==> src/rtl/fp2int_pipe.sv <==
// fp2int_pipe: three-stage float-to-integer converter (DP or SP in, int32/int64 out).
// Stage 1 unpacks and classifies, stage 2 aligns the mantissa, stage 3 rounds,
// range-checks, saturates and raises flags. All stages hold together when the
// output is stalled.
// Build option: define FP2INT_DENORM_FLUSH_EN to flush subnormal inputs to zero.
module fp2int_pipe (
  input  logic        clk,
  input  logic        reset,
  input  logic        in_valid,
  output logic        in_ready,
  input  logic [63:0] op1,
  input  logic [1:0]  P,
  input  logic [2:0]  rm,
  input  logic [1:0]  op_type,
  output logic        out_valid,
  input  logic        out_ready,
  output logic [63:0] IntResult,
  output logic [4:0]  Flags,
  output logic        Denorm
);

  logic advance;
  assign advance  = ~out_valid | out_ready;
  assign in_ready = advance;

  // ---------------- Stage 1: unpack / classify ----------------
  logic               sign_next, nan_next, inf_next, sub_next, big_next;
  logic [63:0]        mant_next;
  logic [6:0]         shift_next;
  logic               exp_all_ones, exp_zero, frac_nz;
  logic [11:0]        exp_eff, bias63;
  logic signed [13:0] shift_full;

  // Decode the operand into a 64-bit mantissa (leading 1 at bit 63) and a right-shift amount.
  always_comb begin
    if (P[0]) begin
      sign_next    = op1[31];
      exp_all_ones = &op1[30:23];
      exp_zero     = ~|op1[30:23];
      frac_nz      = |op1[22:0];
      mant_next    = {~exp_zero, op1[22:0], 40'd0};
      exp_eff      = exp_zero ? 12'd1 : {4'd0, op1[30:23]};
      bias63       = 12'd190;
    end else begin
      sign_next    = op1[63];
      exp_all_ones = &op1[62:52];
      exp_zero     = ~|op1[62:52];
      frac_nz      = |op1[51:0];
      mant_next    = {~exp_zero, op1[51:0], 11'd0};
      exp_eff      = exp_zero ? 12'd1 : {1'b0, op1[62:52]};
      bias63       = 12'd1086;
    end
    // A negative shift means the magnitude is at least 2^64: out of range for every target.
    shift_full = $signed({2'b00, bias63}) - $signed({2'b00, exp_eff});
    big_next   = shift_full[13];
    if (big_next)
      shift_next = 7'd0;
    else if (shift_full > 14'sd127)
      shift_next = 7'd127;
    else
      shift_next = shift_full[6:0];
    nan_next = exp_all_ones & frac_nz;
    inf_next = exp_all_ones & ~frac_nz;
    sub_next = exp_zero & frac_nz;
`ifdef FP2INT_DENORM_FLUSH_EN
    if (sub_next)
      mant_next = 64'd0;
`endif
  end

  logic        v1_reg, sign1_reg, nan1_reg, inf1_reg, sub1_reg, big1_reg, rsv1_reg;
  logic [63:0] mant1_reg;
  logic [6:0]  shift1_reg;
  logic [2:0]  rm1_reg;
  logic [1:0]  type1_reg;

  // Stage 1 register; captures a new operand whenever the pipe advances.
  always_ff @(posedge clk) begin
    if (reset) begin
      v1_reg     <= 1'b0;
      sign1_reg  <= 1'b0;
      nan1_reg   <= 1'b0;
      inf1_reg   <= 1'b0;
      sub1_reg   <= 1'b0;
      big1_reg   <= 1'b0;
      rsv1_reg   <= 1'b0;
      mant1_reg  <= 64'd0;
      shift1_reg <= 7'd0;
      rm1_reg    <= 3'd0;
      type1_reg  <= 2'd0;
    end else if (advance) begin
      v1_reg     <= in_valid;
      sign1_reg  <= sign_next;
      nan1_reg   <= nan_next;
      inf1_reg   <= inf_next;
      sub1_reg   <= sub_next;
      big1_reg   <= big_next;
      rsv1_reg   <= P[1];
      mant1_reg  <= mant_next;
      shift1_reg <= shift_next;
      rm1_reg    <= rm;
      type1_reg  <= op_type;
    end
  end

  // ---------------- Stage 2: align ----------------
  // A 191-bit window keeps every shifted-out bit, so guard and sticky are exact even at shift 127.
  logic [190:0] shifted;
  assign shifted = {mant1_reg, 127'd0} >> shift1_reg;

  logic        v2_reg, sign2_reg, nan2_reg, inf2_reg, sub2_reg, big2_reg, rsv2_reg;
  logic        guard2_reg, sticky2_reg;
  logic [63:0] int2_reg;
  logic [2:0]  rm2_reg;
  logic [1:0]  type2_reg;

  // Stage 2 register: integer part plus guard/sticky of the aligned mantissa.
  always_ff @(posedge clk) begin
    if (reset) begin
      v2_reg      <= 1'b0;
      sign2_reg   <= 1'b0;
      nan2_reg    <= 1'b0;
      inf2_reg    <= 1'b0;
      sub2_reg    <= 1'b0;
      big2_reg    <= 1'b0;
      rsv2_reg    <= 1'b0;
      guard2_reg  <= 1'b0;
      sticky2_reg <= 1'b0;
      int2_reg    <= 64'd0;
      rm2_reg     <= 3'd0;
      type2_reg   <= 2'd0;
    end else if (advance) begin
      v2_reg      <= v1_reg;
      sign2_reg   <= sign1_reg;
      nan2_reg    <= nan1_reg;
      inf2_reg    <= inf1_reg;
      sub2_reg    <= sub1_reg;
      big2_reg    <= big1_reg;
      rsv2_reg    <= rsv1_reg;
      guard2_reg  <= shifted[126];
      sticky2_reg <= |shifted[125:0];
      int2_reg    <= shifted[190:127];
      rm2_reg     <= rm1_reg;
      type2_reg   <= type1_reg;
    end
  end

  // ---------------- Stage 3: round / range / saturate ----------------
  logic        inc, oor, invalid, inexact, denorm_next;
  logic [64:0] mag;
  logic [63:0] max_val, min_val, signed_val, result_next;

  // Round the magnitude, check it against the target range and pick the final value.
  always_comb begin
    inc = 1'b0;
    case (rm2_reg)
      3'b001:  inc = 1'b0;
      3'b010:  inc = sign2_reg & (guard2_reg | sticky2_reg);
      3'b011:  inc = ~sign2_reg & (guard2_reg | sticky2_reg);
      3'b100:  inc = guard2_reg;
      default: inc = guard2_reg & (sticky2_reg | int2_reg[0]);
    endcase
    mag     = {1'b0, int2_reg} + {64'd0, inc};
    oor     = 1'b0;
    max_val = 64'hFFFF_FFFF_FFFF_FFFF;
    min_val = 64'd0;
    case (type2_reg)
      2'b00: begin
        oor     = sign2_reg ? (mag > 65'h0_8000_0000_0000_0000) : (mag[64] | mag[63]);
        max_val = 64'h7FFF_FFFF_FFFF_FFFF;
        min_val = 64'h8000_0000_0000_0000;
      end
      2'b01: oor = sign2_reg ? (mag != 65'd0) : mag[64];
      2'b10: begin
        oor     = sign2_reg ? (mag > 65'h0_0000_0000_8000_0000) : (|mag[64:31]);
        max_val = 64'h0000_0000_7FFF_FFFF;
        min_val = 64'hFFFF_FFFF_8000_0000;
      end
      default: oor = sign2_reg ? (mag != 65'd0) : (|mag[64:32]);
    endcase
    invalid    = rsv2_reg | nan2_reg | inf2_reg | big2_reg | oor;
    signed_val = sign2_reg ? (~mag[63:0] + 64'd1) : mag[63:0];
    // int32 results of either signedness are sign-extended from bit 31.
    if (type2_reg[1])
      signed_val = {{32{signed_val[31]}}, signed_val[31:0]};
    if (rsv2_reg)
      result_next = 64'd0;
    else if (invalid)
      result_next = (nan2_reg | ~sign2_reg) ? max_val : min_val;
    else
      result_next = signed_val;
    inexact     = ~invalid & (guard2_reg | sticky2_reg);
    denorm_next = sub2_reg & ~rsv2_reg;
  end

  // Output register; holds while the consumer stalls.
  always_ff @(posedge clk) begin
    if (reset) begin
      out_valid <= 1'b0;
      IntResult <= 64'd0;
      Flags     <= 5'd0;
      Denorm    <= 1'b0;
    end else if (advance) begin
      out_valid <= v2_reg;
      IntResult <= result_next;
      Flags     <= {invalid, 3'b000, inexact};
      Denorm    <= denorm_next;
    end
  end

endmodule

==> config.mk <==
export PLATFORM = sky130hd
export DESIGN_NAME = fp2int_pipe
export DESIGN_NICKNAME = d
export VERILOG_FILES = /design/src/rtl/fp2int_pipe.sv
export SDC_FILE = /design/constraint.sdc
export NUM_CORES = 1
export LEC_CHECK = 0
export CORE_UTILIZATION = 35
export DETAILED_ROUTE_END_ITERATION = 10
export SYNTH_ARGS = -nofsm -noshare
export SYNTH_HDL_FRONTEND = slang
export SYNTH_SLANG_ARGS = --single-unit
==> constraint.sdc <==
create_clock -name clk -period 6 [get_ports clk]
set_input_delay 0.6 -clock clk [delete_from_list [all_inputs] [get_ports clk]]
set_output_delay 0.6 -clock clk [all_outputs]
set_load 0.05 [all_outputs]
## Yosys cells after proc, flatten, opt, wreduce, memory -nomap -nowiden

Index checks and enable logic that the tools add are counted.

- Add/subtract/negate cells: 3
- Multipliers: 0
- Div/mod/pow operators: 0
- $lt $le $gt $ge: 3
- Equal/unequal tests: 6
- Shifts and indexed selects: 1
- Muxes and demuxes: 24
- Bitwise gates (word level): 23
- Reduce and logical (&&, ||, !) cells: 13

Operator list:

| cell | count |
|---|---|
| 2-to-1 mux 64 bit | 6 |
| one-hot mux 64 bit (2 select lines) | 2 |
| right shift 191 x 7 -> 191 bit | 1 |
| OR reduction 126 bit | 1 |
| adder 64 x 1 -> 65 bit | 1 |
| greater-than comparator 65 x 32 -> 1 bit (second input constant) | 1 |
| greater-than comparator 65 x 64 -> 1 bit (second input constant) | 1 |
| nonzero test 65 bit | 1 |
| adder 64 x 1 -> 64 bit (second input constant) | 1 |
| inverter 64 bit | 1 |
| OR reduction 52 bit | 1 |
| OR reduction 34 bit | 1 |
| 2-to-1 mux 11 bit | 3 |
| OR reduction 33 bit | 1 |
| OR reduction 23 bit | 1 |
| 2-to-1 mux 7 bit | 2 |
| greater-than comparator 12 x 8 -> 1 bit (second input constant) | 1 |
| subtractor 11 x 11 -> 12 bit | 1 |
| AND reduction 11 bit | 1 |
| OR reduction 11 bit | 1 |
| bitwise OR 1 bit | 9 |
| AND 1 bit | 8 |
| 2-to-1 mux 1 bit | 8 |
| 2-to-1 mux 8 bit | 1 |
| 12 further kinds | 18 |

- Register bits: 229
- Latch bits: 0
- Memory bits (writable): 0
- ROM bits: 0
- Bits of input ports: 75
- Output and inout port bits: 72
- Memories kept: 0

## Logic depth before layout (Yosys ltp)

Gate-level depths: netlist (run 1).

- Depth after elaboration: 10
- Gate-level depth with buffers: 26
- Mapped depth without buffers: 20

## Least setup slack after synthesis (run 1)

Ideal clock, no wire load.

- Path kind: flip-flop to flip-flop
- From: register sign2_reg
- To: register IntResult[43]
- Data arrival time: 6.020 ns
- Setup slack: -0.156 ns
- Stages on the path, launching flop included: 27
- Period minus slack after synthesis: 6.156 ns
- Cells stage by stage: dfxtp_1 -> clkbuf_1 -> clkbuf_1 -> buf_1 -> xnor2_1 -> nor3b_1 -> a21oi_1 -> nor2_1 -> ha_1 -> ha_1 -> nand3_1 -> or4_1 -> clkbuf_1 -> or4_1 -> buf_2 -> o21ai_2 -> nand3_2 -> or4_1 -> buf_2 -> or4_1 -> a211o_1 -> a31o_1 -> buf_2 -> clkbuf_1 -> nand2_1 -> buf_2 -> o211ai_1

- Cells in the longest elaborated chain, start to end: 10

RTL lines:

| item | RTL line | source |
|---|---|---|
| from (decl) | 111 | `logic v2_reg, sign2_reg, nan2_reg, inf2_reg, sub2_reg, big2_reg, rsv2_reg;` |
| from (signal assigned) | 134 | `sign2_reg <= sign1_reg;` |
| inverter 1 bit | 159, 189 |  |
| AND 1 bit | 159 | `3'b011: inc = ~sign2_reg & (guard2_reg \| sticky2_reg);` |
| one-hot mux 1 bit (4 select lines) | 156 | `case (rm2_reg)` |
| adder 64 x 1 -> 65 bit | 163 | `mag = {1'b0, int2_reg} + {64'd0, inc};` |
| greater-than comparator 65 x 32 -> 1 bit (tied with other cells) | 175 | `oor = sign2_reg ? (mag > 65'h0_0000_0000_8000_0000) : (\|mag[64:31]);` |
| 2-to-1 mux 1 bit (tied with other cells) | 175 |  |
| one-hot mux 1 bit (3 select lines) or 2-to-1 mux 64 bit (tied branches) | 167, 182 |  |
| bitwise OR 1 bit or 2-to-1 mux 64 bit (tied branches) | 181, 184 |  |
| 2-to-1 mux 64 bit (*) | 188 | `else if (invalid)` |
| 2-to-1 mux 64 bit (*) | 186 | `if (rsv2_reg)` |
| to (signal assigned) | 205 | `IntResult <= result_next;` |
| to (decl) | 17 | `output logic [63:0] IntResult,` |

Every way passes the cells marked *; elsewhere a longest branch is shown, timed or not.
A chain may end at the register's enable or synchronous reset.

## Final worst setup path (run 1)

- From: register rm2_reg[0]
- To: register IntResult[19]

- Cells in the longest elaborated chain, start to end: 9

RTL lines:

| item | RTL line | source |
|---|---|---|
| from (decl) | 114 | `logic [2:0] rm2_reg;` |
| from (signal assigned) | 143 | `rm2_reg <= rm1_reg;` |
| == test 3 bit (tied with other cells) | 156 |  |
| one-hot mux 1 bit (4 select lines) (*) | 156 |  |
| adder 64 x 1 -> 65 bit (*) | 163 |  |
| greater-than comparator 65 x 32 -> 1 bit (tied with other cells) | 175 |  |
| 2-to-1 mux 1 bit (tied with other cells) | 175 |  |
| one-hot mux 1 bit (3 select lines) or 2-to-1 mux 64 bit (tied branches) | 167, 182 |  |
| bitwise OR 1 bit or 2-to-1 mux 64 bit (tied branches) | 181, 184 |  |
| 2-to-1 mux 64 bit (*) | 188 |  |
| 2-to-1 mux 64 bit (*) | 186 |  |

Marked as above.

==> results of run 1 <==
[cell type report]
cell class,count,share of cell area
well taps,600,0.03947
inverters,14,0.002828
clock buffers,32,0.03690
flip-flops and latches,218,0.2298
repair buffers,194,0.09498
clock inverters,14,0.006117
multi-input cells,1669,0.5899
[placed cells by master, fill, tap and decap left out, drive strengths merged, types with 47 or more instances in the layout]
cell           instances
a211oi                47
a21oi                113
a22oi                 51
and3                  50
buf                   53
clkdlybuf4s50        141
dfxtp                218
mux2i                 92
mux4                  51
nand2                250
nand3                 61
nand4                 54
nor2                 257
o21ai                 94
xnor2                 75
[kinds of logic after synthesis]
group | after synthesis | synth area share
flops | 218 | 0.2676
other cells | 1 | 0.0002300
xor+xnor | 121 | 0.06499
buf+inv | 199 | 0.04795
simple gates | 883 | 0.2629
compound gates | 467 | 0.1931
mux | 189 | 0.1587
fa+ha+maj | 6 | 0.004604
[per-layer routing]
| layer | up-vias | track usage |
|---|---|---|
| met5 | - | 0 |
| met2 | 542 | 0.3749 |
| met4 | 0 | 0.06317 |
| met1 | 7615 | 0.3012 |
| li1 | 7801 | - |
| met3 | 85 | 0.02748 |
[through the flow]
| step | utilization | total power, uW | instance area [um^2] | hold WS [ns] |
|---|---|---|---|---|
| 3_3_place_gp | 0.3981 | 3889 | 18180 | 0.4362 |
| 4_1_cts | 0.4160 | 5416 | 19000 | 0.4448 |
| 3_5_place_dp | 0.3981 | 3907 | 18180 | 0.4450 |
| 6_report | 0.4165 | 5395 | 19020 | 0.4486 |
| 2_1_floorplan | - | 3212 | 16320 | 0.4318 |
| 5_1_grt | 0.4165 | 5677 | 19020 | 0.4723 |
[what timing repair did]
item	in CTS	in global routing
buffers inserted	0	0
resized for setup	0	5
setup endpoints to repair	0	63
[worst reg2reg max path, cell delays in order (launching register included)]
cell and delay (ns):
dfxtp_1 0.33, nor2_1 0.14, o21ai_0 0.10, nand2_1 0.08, a21oi_1 0.06, nor2_1 0.10
ha_1 0.27, ha_1 0.21, nand3_1 0.11, or4_4 0.59, or4_4 0.63, xor2_2 0.20
nand4_1 0.21, or2_2 0.43, or4_1 0.55, a211o_1 0.37, a31o_2 0.34, nor3b_2 0.21
buf_4 0.25, a221o_1 0.30
[where the power goes]
| group | internal [uW] | switching (uW) |
|---|---|---|
| clock network | 874 | 627 |
| logic | 797 | 1280 |
| registers | 1610 | 202 |
| total | 3290 | 2110 |
[worst max-delay path by stage]
stage,depth (start not counted),to,from
floorplan,26,IntResult[43],sign2_reg
global placement,19,IntResult[2],rm2_reg[0]
detailed placement,19,IntResult[19],rm2_reg[0]
CTS,19,IntResult[1],rm2_reg[0]
global route,19,IntResult[10],rm2_reg[0]
finish,19,IntResult[19],rm2_reg[0]
==> impl_metrics.env, run 1 <==
export IMPL_max_freq_ghz=0.1783
export IMPL_min_period_ns=5.609
export IMPL_ff2ff_path_depth=19
export IMPL_cts_root_buf="clkbuf_16"
export IMPL_final_hold_viol_count=0
export IMPL_netlist_area_leader_share=0.2676
export IMPL_cts_tree="done"
export IMPL_drt_iter0_markers=1323
export IMPL_path_class="flip-flop to flip-flop"
export IMPL_tns_ns=0
export IMPL_yosysMostFrequentCell="nor2_1"
export IMPL_crit_buf_inv=1
export IMPL_gp_congestion=0.9422
export IMPL_fin_ws_ns=0.3914
export IMPL_initial_utilization=0.3570
export IMPL_worst_setup_path_end_kind="flip-flop"
export IMPL_slew_headroom=0.3392
export IMPL_hold_depth=2
export IMPL_clock_skew_ns=0.02495
export IMPL_synth_largest_area_cell="dfxtp_1"
export IMPL_async_flop_share=0
export IMPL_critPathLaunchType="flip-flop"
export IMPL_cts_made_buffers=25
export IMPL_worst_slew_pin_slew_ns=0.9901
export IMPL_place_ws_ns=0.09907
export IMPL_dr_pass1_iters=5
export IMPL_hpwl_mm=42.01
export IMPL_cap_violations=0
export IMPL_wirelength_mm=54.38
export IMPL_p_leak_uw=0.007088
export IMPL_syn_to_final_growth_pct=16.65
export IMPL_min_to="type2_reg[1]"
export IMPL_grt_start_max_net_pins=88
export IMPL_die_height_um=217.9
export IMPL_cpPeakStageDelay_ns=0.63
export IMPL_wl_per_cell_um=19.84
export IMPL_die_area_mm2=0.04746
export IMPL_reg2reg_from="rm2_reg[0]"
export IMPL_grt_usage=0.2241
export IMPL_cts_sinks=218
export IMPL_yosysSeqAreaShare=0.2676
export IMPL_slowest_stage="or4_4"
export IMPL_netlist_instances=2084
export IMPL_r2r_end="IntResult[19]"
export IMPL_antenna_found_initial=0
export IMPL_antenna_cells=0
export IMPL_required_ns=6.43
export IMPL_syn_area_mm2=0.01631
export IMPL_peakVddDrop_mv=0.2255
export IMPL_path_clk_slew_ns=0.06
export IMPL_grt_first_pass_wirelength_mm=85.75
export IMPL_hold_path_class="flip-flop to flip-flop"
export IMPL_htreeDepth=1
export IMPL_route_layer_met1_wl_mm=24.67
export IMPL_fillCellCount=4713
export IMPL_dr_max_layer_used="met4"
export IMPL_clock_latency_ns=0.55
export IMPL_fin_crit_sh=0.9348
export IMPL_yosys_top_cells_area="dfxtp_1, mux4_2, nor2_1"
export IMPL_synthTopCellsByCount="nor2_1, nand2_1, dfxtp_1, clkbuf_1, a21oi_1"
export IMPL_regArea_mm2=0.004370
export IMPL_drc=0
export IMPL_grt_setup_unrepaired="no"
export IMPL_setup_viol=0
export IMPL_nets=2203
export IMPL_vias=16043
export IMPL_drive_above_1_share=0.1130
export IMPL_wl_met2_mm=25.53
export IMPL_slew_violations=0
export IMPL_holdBufCountCts=0
export IMPL_dieWidth_um=217.9
export IMPL_port_buffers=143
export IMPL_core_rowCount=78
export IMPL_ios=147
export IMPL_critical_path_top_delay_family="simple AND/OR/NAND/NOR gates"
export IMPL_ant_nets=0
export IMPL_synth_cell_types=81
export IMPL_synth_area_per_cell_um2=7.825
export IMPL_grt_ovfl_total=0
export IMPL_hold_start="type1_reg[1]"
export IMPL_place_inst=2695
export IMPL_instances_no_fill=2741
export IMPL_cts_max_path_buffers=3
export IMPL_synth_seq_cells=218
export IMPL_synth_ff_type="dfxtp_1"
export IMPL_crit_arrival_ns=6.04
export IMPL_viasPerCell=5.853
export IMPL_multiInputGateArea_mm2=0.01122
export IMPL_synth_edff_count=0
export IMPL_synth_warnings=0
export IMPL_crit_chain="nor2_1 > o21ai_0 > nand2_1 > a21oi_1 > nor2_1 > ha_1 > ha_1 > nand3_1 > or4_4 > or4_4 > xor2_2 > nand4_1 > or2_2 > or4_1 > a211o_1 > a31o_2 > nor3b_2 > buf_4 > a221o_1"
export IMPL_grt_pass1_vias=15053
export IMPL_p_per_area_mw_per_mm2=283.6
export IMPL_coreArea_mm2=0.04567
export IMPL_rrSetupSlack_ns=0.39
export IMPL_wl_met3_mm=2.684
export IMPL_crit_fanout=31
export IMPL_outcome="finished clean"
Power figures use the tool's default switching activity.
==> inputs of run 2 (changes only) <==
CORE_MARGIN = 10   (was not set)
==> impl_metrics.env, run 2 (synthesis gave the netlist of run 1 again) <==
export IMPL_outcome="finished clean"
export IMPL_min_period_ns=5.667
export IMPL_p_leak_uw=0.007163
export IMPL_wirelength_mm=56.17
export IMPL_power_total_uw=5559
export IMPL_initial_utilization=0.3525
export IMPL_tns_ns=0
export IMPL_htreeDepth=1
export IMPL_drt_iter0_markers=1402
export IMPL_crit_path_start="rm2_reg[0]"
export IMPL_ant_nets=0
export IMPL_hpwl_mm=44.03
export IMPL_clkPwrFrac=0.295
export IMPL_power_frac_comb=0.378
export IMPL_post_cts_setup_buffer_count=0
export IMPL_grt_pass1_vias=15585
export IMPL_mostFrequentLayoutCells="nor2_1, nand2_1, dfxtp_1, clkdlybuf4s50_1, a21oi_1"
export IMPL_grt_usage=0.1931
export IMPL_port_buffers=143
export IMPL_vias=16113
export IMPL_cts_made_buffers=25
export IMPL_fin_crit_sh=0.9444
export IMPL_drc=0
export IMPL_holdWs_ns=0.4487
export IMPL_drive_above_1_share=0.1140
export IMPL_clock_skew_ns=0.02460
export IMPL_clock_latency_ns=0.55
export IMPL_cts_max_path_buffers=3
export IMPL_cap_violations=0
export IMPL_place_area_mm2=0.01827
export IMPL_worst_setup_path_end_kind="flip-flop"
export IMPL_core_rowCount=79
export IMPL_mostFrequentLayoutCell="nor2_1"
export IMPL_wl_per_cell_um=20.38
export IMPL_critPathLaunchType="flip-flop"
export IMPL_switching_share=0.3791
export IMPL_intPower_uw=3452
export IMPL_gp_congestion=0.9336
export IMPL_post_route_util=0.4145
export IMPL_crit_fanout=31
export IMPL_seqPwrFrac=0.327
export IMPL_ios=147
export IMPL_antenna_cells=0
export IMPL_cts_sinks=218
export IMPL_switchingPower_uw=2108
export IMPL_max_freq_ghz=0.1765
export IMPL_fin_area_mm2=0.01917
export IMPL_viasPerCell=5.847
export IMPL_grt_first_pass_wirelength_mm=89.76
export IMPL_path_clk_slew_ns=0.06
export IMPL_hold_path_class="flip-flop to flip-flop"
export IMPL_cts_tree="done"
export IMPL_antenna_found_initial=0
export IMPL_coreArea_mm2=0.04626
export IMPL_slew_violations=0
export IMPL_path_class="flip-flop to flip-flop"
export IMPL_worst_slew_pin_slew_ns=1.058
export IMPL_fillCellCount=4777
export IMPL_dr_pass1_iters=6
export IMPL_peakVddDrop_mv=0.2580
export IMPL_grt_setup_unrepaired="no"
export IMPL_slew_headroom=0.2936
export IMPL_grt_start_max_net_pins=81
export IMPL_final_hold_viol_count=0
export IMPL_crit_arrival_ns=6.10
export IMPL_reg2reg_from="rm2_reg[0]"
export IMPL_setup_viol=0
export IMPL_syn_to_final_growth_pct=17.59
export IMPL_cts_root_buf="clkbuf_16"
export IMPL_p_per_area_mw_per_mm2=289.9
export IMPL_die_area_mm2=0.05563
export IMPL_grt_ovfl_total=0
export IMPL_die_height_um=235.9
export IMPL_nets=2212
export IMPL_dieWidth_um=235.9
export IMPL_required_ns=6.43
export IMPL_hold_start="v1_reg"
export IMPL_rrSetupSlack_ns=0.33
run 2: metal layers:
layer | vias to the layer above | wire (um) | GRT usage
li1 | 7811 | - | -
met3 | 81 | 2849 | 0.02673
met4 | 0 | 1500 | 0.05322
met5 | - | 0 | 0
met1 | 7721 | 25370 | 0.2571
met2 | 500 | 26440 | 0.3196
run 2: final timing paths:
check,cells after the start,to
setup / recovery,18,IntResult[10]
hold / removal,2,v1_reg
setup reg to reg,18,IntResult[10]
hold reg to reg,2,v1_reg
run 2: critical path, stage by stage, from the launching register on:
cell,delay [ns]
dfxtp_1,0.34
xnor2_1,0.13
nor3b_1,0.21
a21oi_1,0.06
nor2_1,0.11
ha_2,0.25
ha_1,0.24
nand3_1,0.11
or4_1,0.56
or4_4,0.63
xor2_1,0.25
nand4_1,0.22
or2_2,0.44
or4_1,0.55
a211o_1,0.36
a31o_2,0.35
nor3b_2,0.18
buf_4,0.24
a221o_1,0.30
run 2: repair_timing:
| action | in CTS | in global routing |
|---|---|---|
| hold buffers | 0 | 0 |
| resized for setup | 0 | 4 |
| endpoints found under the setup margin | 0 | 56 |
run 2: power by group through the flow:
| stage | clock network (uW) | registers (uW) | logic [uW] |
|---|---|---|---|
| after floorplan | 0 | 2050 | 1160 |
| after global placement | 0 | 1840 | 2080 |
| after detailed placement | 0 | 1850 | 2090 |
| after CTS | 1670 | 1820 | 2100 |
| after global routing | 1730 | 1850 | 2260 |
| final | 1640 | 1820 | 2100 |
run 2: final cells by class:
type,instances,area (um^2),share of cell area
well taps,607,759.5,0.03961
inverters,14,53.80,0.002806
flip-flops and latches,218,4370,0.2279
multi-input cells,1669,11210,0.5847
clock inverters,8,151.4,0.007896
clock buffers,37,742.0,0.03870
repair buffers,203,1887,0.09840
run 2: per-stage QoR:
step	cells	worst slack, ns
after detailed placement	2711	0.03853
after global routing	2756	0.03912
final	2756	0.3335
after floorplan	2086	0.02235
after CTS	2756	0.04524
after global placement	2711	0.1805
==> inputs of run 3 (changes only) <==
ABC_AREA = 1   (was not set)
GPL_ROUTABILITY_DRIVEN = 0   (was not set)
SLEW_MARGIN = 20   (was not set)
==> impl_metrics.env, run 3 <==
export IMPL_outcome="finished clean"
export IMPL_switchingPower_uw=2831
export IMPL_ios=147
export IMPL_grt_ovfl_total=0
export IMPL_place_area_mm2=0.02127
export IMPL_coreArea_mm2=0.05509
export IMPL_yosysMostFrequentCell="nand2_1"
export IMPL_crit_chain="o21ai_0 > o21ai_0 > o311ai_0 > o21ai_0 > ha_1 > ha_1 > nand2_2 > nor2_8 > nand3_2 > inv_2 > nand2_1 > nand2_1 > nand2_1 > nor2_2 > nand4_1 > nor2_1 > nand3_1 > nor2_1 > a21oi_1 > nand2_2 > nand2_4 > nand2_1 > nand3_1 > a21oi_1"
export IMPL_cap_violations=0
export IMPL_slew_violations=0
export IMPL_synth_area_per_cell_um2=5.543
export IMPL_initial_utilization=0.3533
export IMPL_hold_path_class="input port to flip-flop"
export IMPL_wirelength_mm=72.18
export IMPL_grt_setup_unrepaired="no"
export IMPL_slew_headroom=0.3264
export IMPL_clkPwrFrac=0.270
export IMPL_syn_to_final_growth_pct=14.11
export IMPL_dr_max_layer_used="met4"
export IMPL_grt_pass1_vias=20402
export IMPL_cts_tree="done"
export IMPL_setup_viol=0
export IMPL_holdBufCountCts=0
export IMPL_post_cts_setup_buffer_count=0
export IMPL_yosys_top_cells_area="nand2_1, dfxtp_1, nand3_1"
export IMPL_post_route_util=0.4031
export IMPL_clock_skew_ns=0.01889
export IMPL_dieWidth_um=255.8
export IMPL_power_total_uw=6454
export IMPL_syn_area_mm2=0.01946
export IMPL_synthTopCellsByCount="nand2_1, nand3_1, nor2_1, dfxtp_1, o21ai_0"
export IMPL_die_area_mm2=0.06544
export IMPL_dr_pass1_iters=6
export IMPL_route_layer_met1_wl_mm=32.84
export IMPL_crit_arrival_ns=5.68
export IMPL_cts_max_path_buffers=3
export IMPL_htreeDepth=1
export IMPL_power_frac_comb=0.442
export IMPL_netlist_instances=3511
export IMPL_die_height_um=255.8
export IMPL_wl_met3_mm=4.764
export IMPL_grt_first_pass_wirelength_mm=114.6
export IMPL_min_period_ns=5.202
export IMPL_cts_made_buffers=27
export IMPL_mostFrequentLayoutCell="nand2_1"
export IMPL_drc=0
export IMPL_drive_above_1_share=0.07507
export IMPL_path_clk_slew_ns=0.06
export IMPL_worst_slew_pin_slew_ns=1.008
export IMPL_cts_sinks=218
export IMPL_synth_edff_count=0
export IMPL_port_buffers=143
export IMPL_hpwl_mm=56.52
export IMPL_crit_fanout=32
export IMPL_p_leak_uw=0.009700
export IMPL_netlist_area_leader_share=0.2459
export IMPL_worst_path_most_repeated_cell="nand2_1"
export IMPL_cts_resized_gates=0
export IMPL_cpPeakStageDelay_ns=0.77
export IMPL_intPower_uw=3623
export IMPL_wl_met2_mm=32.09
export IMPL_synth_ff_type="dfxtp_1"
export IMPL_yosysSeqAreaShare=0.2242
export IMPL_peakVddDrop_mv=0.1940
export IMPL_tns_ns=0
export IMPL_antenna_cells=0
export IMPL_required_ns=6.48
export IMPL_seqPwrFrac=0.288
export IMPL_max_freq_ghz=0.1922
export IMPL_slowest_stage="nand2_1"
export IMPL_synth_cell_types=51
export IMPL_mostFrequentLayoutCells="nand2_1, nand3_1, nor2_1, dfxtp_1, o21ai_0"
export IMPL_nets=3591
export IMPL_async_flop_share=0
export IMPL_worst_setup_path_end_kind="flip-flop"
export IMPL_path_class="flip-flop to flip-flop"
export IMPL_drt_iter0_markers=2168
export IMPL_synth_warnings=0
export IMPL_vias=22672
export IMPL_grt_start_max_net_pins=88
export IMPL_antenna_found_initial=0
export IMPL_wl_per_cell_um=16.87
export IMPL_p_per_area_mw_per_mm2=290.6
export IMPL_clock_latency_ns=0.57
export IMPL_grt_usage=0.2108
export IMPL_fin_area_mm2=0.02221
export IMPL_critPathLaunchType="flip-flop"
export IMPL_synth_largest_area_cell="nand2_1"
export IMPL_fin_crit_sh=0.8670
export IMPL_synth_seq_cells=218
export IMPL_cts_root_buf="clkbuf_16"
export IMPL_viasPerCell=5.300
export IMPL_final_hold_viol_count=0
export IMPL_core_rowCount=86
export IMPL_ant_nets=0
export IMPL_switching_share=0.4386
==> run 3: critical path: cells and delay by family, from the launching register on <==
kind	cells	cell delay, ns
compound gates	6	0.66
fa+ha+maj	2	0.72
buf+inv	1	0.16
flops	1	0.37
simple gates	15	3.21
==> run 3: worst paths after layout <==
check,start,cells after the start,end,slack [ns]
hold reg to reg,v2_reg,2,out_valid,0.45
hold / removal,reset,2,mant1_reg[37],0.39
setup / recovery,int2_reg[0],24,IntResult[20],0.80
setup reg to reg,int2_reg[0],24,IntResult[20],0.80
==> run 3: cell families (layout without fill, tap and decap cells) <==
family / after synthesis / after routing / synth area share
xor+xnor: 56 / 56 / 0.02520
simple gates: 2313 / 2313 / 0.5163
flops: 218 / 218 / 0.2242
fa+ha+maj: 6 / 6 / 0.003857
mux: 12 / 12 / 0.006172
buf+inv: 406 / 423 / 0.08165
other cells: 1 / 3 / 0.0001927
compound gates: 499 / 499 / 0.1424
==> run 3: area by class of cell <==
class,count,area [um^2]
Timing Repair Buffer,176,1680
Multi-Input combinational cell,2889,13530
Fill cell,6285,32880
Tap cell,748,935.9
Inverter,198,743.2
Clock buffer,37,743.2
Sequential cell,218,4373
Clock inverter,12,198.9
==> run 3: through the flow <==
step | cells | hold slack (ns) | worst slack, ns
global placement | 4229 | 0.4441 | 1.098
finish | 4278 | 0.3942 | 0.7980
global route | 4278 | 0.3952 | 0.2453
CTS | 4278 | 0.3832 | 0.9309
detailed placement | 4229 | 0.4481 | 0.9408
floorplan | 3513 | 0.4297 | 1.839
==> run 3: metal layers <==
layer	GRT usage	vias up
met1	0.2821	10240
met3	0.03124	138
met5	0	-
li1	-	11452
met4	0.06993	0
met2	0.3408	842
==> run 3: power by group through the flow <==
stage,registers (uW),clock network [uW],logic [uW]
2_1_floorplan,2080,0,1750
3_3_place_gp,1890,0,2810
3_5_place_dp,1890,0,2810
4_1_cts,1860,1770,2820
5_1_grt,1880,1840,3140
6_report,1860,1740,2850
